**config.mk**
```make
export PLATFORM = sky130hd
export DESIGN_NAME = fifo_reader
export DESIGN_NICKNAME = d
export VERILOG_FILES = /design/src/rtl/fifo_pkg.sv /design/src/rtl/stream_skid_buf.sv /design/src/rtl/fifo_reader.sv
export SDC_FILE = /design/constraint.sdc
export NUM_CORES = 1
export LEC_CHECK = 0
export CAP_MARGIN = 10
export CORE_MARGIN = 2
export CORE_UTILIZATION = 57
export CTS_BUF_LIST = sky130_fd_sc_hd__clkbuf_8
export DETAILED_ROUTE_END_ITERATION = 10
export GPL_ROUTABILITY_DRIVEN = 0
export PLACE_DENSITY_LB_ADDON = 0.05
export SYNTH_ARGS = -nofsm -noshare
export SYNTH_HDL_FRONTEND = slang
export SYNTH_SLANG_ARGS = --single-unit
```
**constraint.sdc**
```tcl
create_clock -name clk -period 5.7 [get_ports clk]
set_input_delay 1.14 -clock clk [delete_from_list [all_inputs] [get_ports clk]]
set_output_delay 1.14 -clock clk [all_outputs]
set_load 0.02 [all_outputs]
```
**src/rtl/fifo_pkg.sv**
```systemverilog
// Shared definitions for the FIFO burst reader.
//   state_t        : burst FSM state encoding (IDLE, RUN, FLUSH)
//   DEF_DATA_W     : default width of FIFO read data and stream data
//   DEF_BURST_LEN  : default number of words per burst
package fifo_pkg;

    localparam int unsigned DEF_DATA_W    = 64;
    localparam int unsigned DEF_BURST_LEN = 16;

    typedef enum logic [1:0] {
        IDLE  = 2'd0,
        RUN   = 2'd1,
        FLUSH = 2'd2
    } state_t;

endpackage

```
**src/rtl/stream_skid_buf.sv**
```systemverilog
// Two-entry in-order holding buffer between the FIFO read port and the stream.
//   clk, rst_n : clock, asynchronous active-low reset
//   push       : write push_data into the next free entry (caller never overfills)
//   push_data  : entry payload
//   pop        : retire the head entry (ignored when empty)
//   head       : oldest entry, stable until popped
//   count      : number of occupied entries (0..2)
module stream_skid_buf #(
    parameter int unsigned W = 65
) (
    input  logic         clk,
    input  logic         rst_n,
    input  logic         push,
    input  logic [W-1:0] push_data,
    input  logic         pop,
    output logic [W-1:0] head,
    output logic [1:0]   count
);

    logic [W-1:0] mem [2];
    logic         wr_ptr;
    logic         rd_ptr;
    logic         do_pop;

    assign do_pop = pop && (count != 2'd0);
    assign head   = mem[rd_ptr];

    // Entry storage, ring pointers and occupancy
    always_ff @(posedge clk or negedge rst_n) begin
        if (!rst_n) begin
            mem[0] <= '0;
            mem[1] <= '0;
            wr_ptr <= 1'b0;
            rd_ptr <= 1'b0;
            count  <= 2'd0;
        end else begin
            if (push) begin
                mem[wr_ptr] <= push_data;
                wr_ptr      <= ~wr_ptr;
            end
            if (do_pop) begin
                rd_ptr <= ~rd_ptr;
            end
            count <= count + 2'(push) - 2'(do_pop);
        end
    end

endmodule

```
**src/rtl/fifo_reader.sv**
```systemverilog
// Reads fixed-length bursts from a synchronous FIFO and presents them as a
// valid/ready stream with a last-of-burst marker.
//   clk, rst_n  : clock, asynchronous active-low reset
//   enable      : permits starting a new burst (a running burst always completes)
//   fifo_empty  : FIFO empty flag
//   fifo_dout   : FIFO read data, valid one cycle after an accepted read
//   fifo_rd_en  : FIFO read strobe
//   m_data      : stream data
//   m_valid     : stream data valid
//   m_ready     : downstream accepts
//   m_last      : final word of the burst
//   busy        : burst in progress or data still held
//   word_count  : total stream transfers, wraps mod 2^32
module fifo_reader
    import fifo_pkg::*;
#(
    parameter int unsigned DATA_W    = DEF_DATA_W,
    parameter int unsigned BURST_LEN = DEF_BURST_LEN
) (
    input  logic              clk,
    input  logic              rst_n,
    input  logic              enable,
    input  logic              fifo_empty,
    input  logic [DATA_W-1:0] fifo_dout,
    output logic              fifo_rd_en,
    output logic [DATA_W-1:0] m_data,
    output logic              m_valid,
    input  logic              m_ready,
    output logic              m_last,
    output logic              busy,
    output logic [31:0]       word_count
);

    localparam int unsigned CNT_W = $clog2(BURST_LEN + 1);
    localparam int unsigned BUF_W = DATA_W + 1;
    localparam logic [CNT_W-1:0] LAST_IDX = CNT_W'(BURST_LEN - 1);

    state_t           state;
    state_t           state_nxt;
    logic [CNT_W-1:0] rd_cnt;
    logic             in_flight;
    logic             in_flight_last;
    logic [1:0]       buf_count;
    logic [BUF_W-1:0] buf_head;
    logic             pop;
    logic             last_rd;
    logic             room;
    logic [2:0]       level;

    assign m_valid = (buf_count != 2'd0);
    assign pop     = m_valid & m_ready;
    assign last_rd = (rd_cnt == LAST_IDX);

    // The word leaving on the stream this cycle frees its slot, so the
    // steady state (one held, one in flight, one popping) keeps reading.
    assign level = 3'(buf_count) + 3'(in_flight) - 3'(pop);
    assign room  = (level < 3'd2);

    assign m_data = buf_head[DATA_W-1:0];
    assign m_last = m_valid & buf_head[DATA_W];
    assign busy   = (state != IDLE) | m_valid;

    // Next state and read strobe; the strobe is qualified with the live
    // empty flag so a read is never presented to an empty FIFO.
    always_comb begin
        state_nxt  = state;
        fifo_rd_en = 1'b0;
        case (state)
            IDLE: begin
                if (enable && !fifo_empty) begin
                    state_nxt = RUN;
                end
            end
            RUN: begin
                if (!fifo_empty && room) begin
                    fifo_rd_en = 1'b1;
                    if (last_rd) begin
                        state_nxt = FLUSH;
                    end
                end
            end
            FLUSH: begin
                if (!in_flight && (buf_count == 2'd0)) begin
                    if (enable && !fifo_empty) begin
                        state_nxt = RUN;
                    end else begin
                        state_nxt = IDLE;
                    end
                end
            end
            default: state_nxt = IDLE;
        endcase
    end

    // State register
    always_ff @(posedge clk or negedge rst_n) begin
        if (!rst_n) begin
            state <= IDLE;
        end else begin
            state <= state_nxt;
        end
    end

    // Read tracking, burst counter and transfer counter
    always_ff @(posedge clk or negedge rst_n) begin
        if (!rst_n) begin
            in_flight      <= 1'b0;
            in_flight_last <= 1'b0;
            rd_cnt         <= '0;
            word_count     <= 32'd0;
        end else begin
            in_flight      <= fifo_rd_en;
            in_flight_last <= fifo_rd_en & last_rd;
            if ((state != RUN) && (state_nxt == RUN)) begin
                rd_cnt <= '0;
            end else if (fifo_rd_en) begin
                rd_cnt <= rd_cnt + CNT_W'(1);
            end
            if (pop) begin
                word_count <= word_count + 32'd1;
            end
        end
    end

    // Captured words carry their last-of-burst tag through the buffer
    stream_skid_buf #(
        .W (BUF_W)
    ) u_buf (
        .clk       (clk),
        .rst_n     (rst_n),
        .push      (in_flight),
        .push_data ({in_flight_last, fifo_dout}),
        .pop       (pop),
        .head      (buf_head),
        .count     (buf_count)
    );

endmodule

```
==> flow_summary.ini <==
[global_route]
grt_pass1_wl_um = 26400
grtUsageTotal = 0.235
grt.overflow.total = 0
grt_pass1_vias = 5357
grt_max_degree = 82
antenna_found_initial = 0

[synth]
syn_area_um2 = 7700
synthXorXnorAreaFrac = 0.0421
synth_ff_type = dfrtp_1
synth_top_family_by_area = multiplexers
synthArstFlopShare = 1.00
synthesis.nets = 615
synth-compound-area-share = 0.00520
ys_seq_area_frac = 0.569
synth_edf_count = 0
synth_simple_gate_area_frac = 0.0686
synth_area_per_cell_um2 = 14.3
yosys.area_share.adder = 0.0107
ys_types = 37
synth_seq_cells = 175
synth_cells = 540
synthMuxAreaShare = 0.286
yosys_warnings = 0

[power]
power_density_nw_per_um2 = 552
ir_drop_mv = 0.391
p_leak_uw = 0.00426

[setup_path]
required_ns = 4.56
cp.arrival_ns = 3.95
crit_type = input port to output port
critPathLaunch = m_ready
reg2reg_from = u_buf.count[1]$_DFF_PN0_
rrSetupSlack_ns = 2.79
cp_max_fo = 4
start_kind = input port
worst_setup_path_end_kind = output port

[route]
vias = 4836
drc = 0
drtPass1Iterations = 4
detail_route.wl_per_cell_um = 17.8
via_per_inst = 5.39
drt_wl_total_um = 16000
drtAntennaViolNets = 0
drt_iter0_markers = 182

[floorplan]
num_rows = 42
initial_core_util = 0.581
io-pin-count = 169
core_area_um2 = 13200
die_w_um = 120
die_h_um = 120
die_area_um2 = 14500

[timing]
maxSlewViolCount = 0
relSlewSlack = 0.298
worst_pin_slew_ns = 1.04
final_hold_viol_count = 0
finalSetupTns_ns = 0
fin_skew_ns = 0.00694
rsz0062_at_grt = no
finalCritPeriodShare = 0.892
fin_crit_ns = 5.09
fmax_mhz = 197
whs_ns = 0.476
finalSetupViolations = 0

[finish]
diodes = 0
post-route-util = 0.750
final_cell_area_um2 = 9930
nets = 785
drive_gt1_frac = 0.341
area_growth_syn_to_layout_pct = 29.0

[worst_hold_path]
hp-start = word_count[31]$_DFFE_PN0P_
hold_class = register to register

[clock_network]
clk_pin_slew_ns = 0.08
cts_htree_levels = 4
cts_tree = yes
cts_root_buf = clkbuf_8
cts.sinks = 175
cts_buffers = 17
hold_buffers = 0
cts_resized = 0
post-cts-setup-buffers = 0
clkLatencyLatePin_ns = 0.45
cts_buffer_depth = 2

[placed_design]
place_area_um2 = 9560
hpwl_um = 11100
port_buffers = 168

[job]
drv_cap = 0

[outcome]
outcome = completed
[report_power, final]
group / switching [µW] / leakage [µW] / internal, µW
Clock: 409 / 0.000213 / 412
Combinational: 1120 / 0.00191 / 1450
Sequential: 334 / 0.00213 / 1760
[through the flow]
stage          setup WS, ns  power [µW]  cells
2_1_floorplan          1.31        3630    540
3_3_place_gp          0.646        4590    867
3_5_place_dp          0.600        4700    867
4_1_cts               0.587        5540    898
5_1_grt               0.419        5810    898
6_report              0.613        5490    898
[synth_stat cells, types with 5 or more instances]
library cell  instances  area share
nor2_1               17      0.0083
xnor2_1              22       0.025
nor4_1                5      0.0041
xor2_1               15       0.017
mux2_2              194        0.28
clkbuf_1             15      0.0073
nand3_1               8      0.0052
nand2_1              19      0.0093
inv_1                11      0.0054
ha_1                  5      0.0081
buf_2                 5      0.0032
nand4_1               7      0.0057
dfrtp_1             175        0.57
[path summary, 6_finish.rpt]
kind | end | cells after the start
setup / recovery | fifo_rd_en | 11
hold / removal | word_count[31]$_DFFE_PN0P_ | 1
setup reg to reg | rd_cnt[4]$_DFFE_PN0P_ | 14
hold reg to reg | word_count[31]$_DFFE_PN0P_ | 1
max in group asynchronous | u_buf.mem[105]$_DFFE_PN0P_ | 2
min in group asynchronous | word_count[31]$_DFFE_PN0P_ | 1
[placed cells by master, fill, tap and decap left out, types with 2 or more instances in the layout]
cell,instances
and2_1,2
and3_1,4
and4_1,2
buf_4,6
bufinv_16,2
clkbuf_8,20
clkdlybuf4s50_1,167
clkinv_2,5
dfrtp_1,174
ha_1,5
inv_1,15
mux2_2,194
mux2i_1,2
nand2_1,18
nand2b_1,2
nand3_1,8
nand4_1,7
nand4_2,2
nor2_1,17
nor3_1,3
nor3_2,3
nor4_1,5
nor4_2,4
or2_2,2
or4_4,2
xnor2_1,22
xor2_1,15
[logic make-up (layout without fill, tap and decap cells)]
group,after synthesis,in the layout
buffers and inverters,34,216
DFF,175,175
adders and majority gates,6,6
AOI/OAI and AO/OA,6,6
xor gates and xnor gates,37,37
muxes,196,196
and+or+nand+nor,86,86
[routing by layer]
| metal | track usage | up-vias | routed length [µm] |
|---|---|---|---|
| met5 | 0 | - | 0 |
| met4 | 0.0741 | 0 | 190 |
| met3 | 0.0877 | 18 | 1120 |
| met2 | 0.397 | 122 | 8110 |
| met1 | 0.281 | 2458 | 6610 |
| li1 | - | 2238 | - |
[area by class of cell]
type	instances	area, µm²
clock buffers	20	275
clock inverters	11	100
fillers	921	3310
inverters	11	41.3
multi-input cells	331	3190
flip-flops and latches	175	4380
well taps	176	220
repair buffers	174	1730
[registers in the layout (all words and copies together), names as in the netlist]
name	cells
u_buf.mem	130
word_count	32
in_flight_last	1
u_buf.wr_ptr	1
rd_cnt	5
u_buf.count	2
u_buf.rd_ptr	1
state	2
in_flight	1
[critical path: stages]
cell and delay [ns]:
clkdlybuf4s50_1 0.50, nand2_1 0.13, inv_1 0.14, ha_1 0.24, inv_1 0.05, ha_1 0.13, inv_1 0.05, fa_1 0.50
nand2b_1 0.12, nor3_1 0.28, clkdlybuf4s50_1 0.66
No activity file was read; power rests on OpenSTA's default activity.
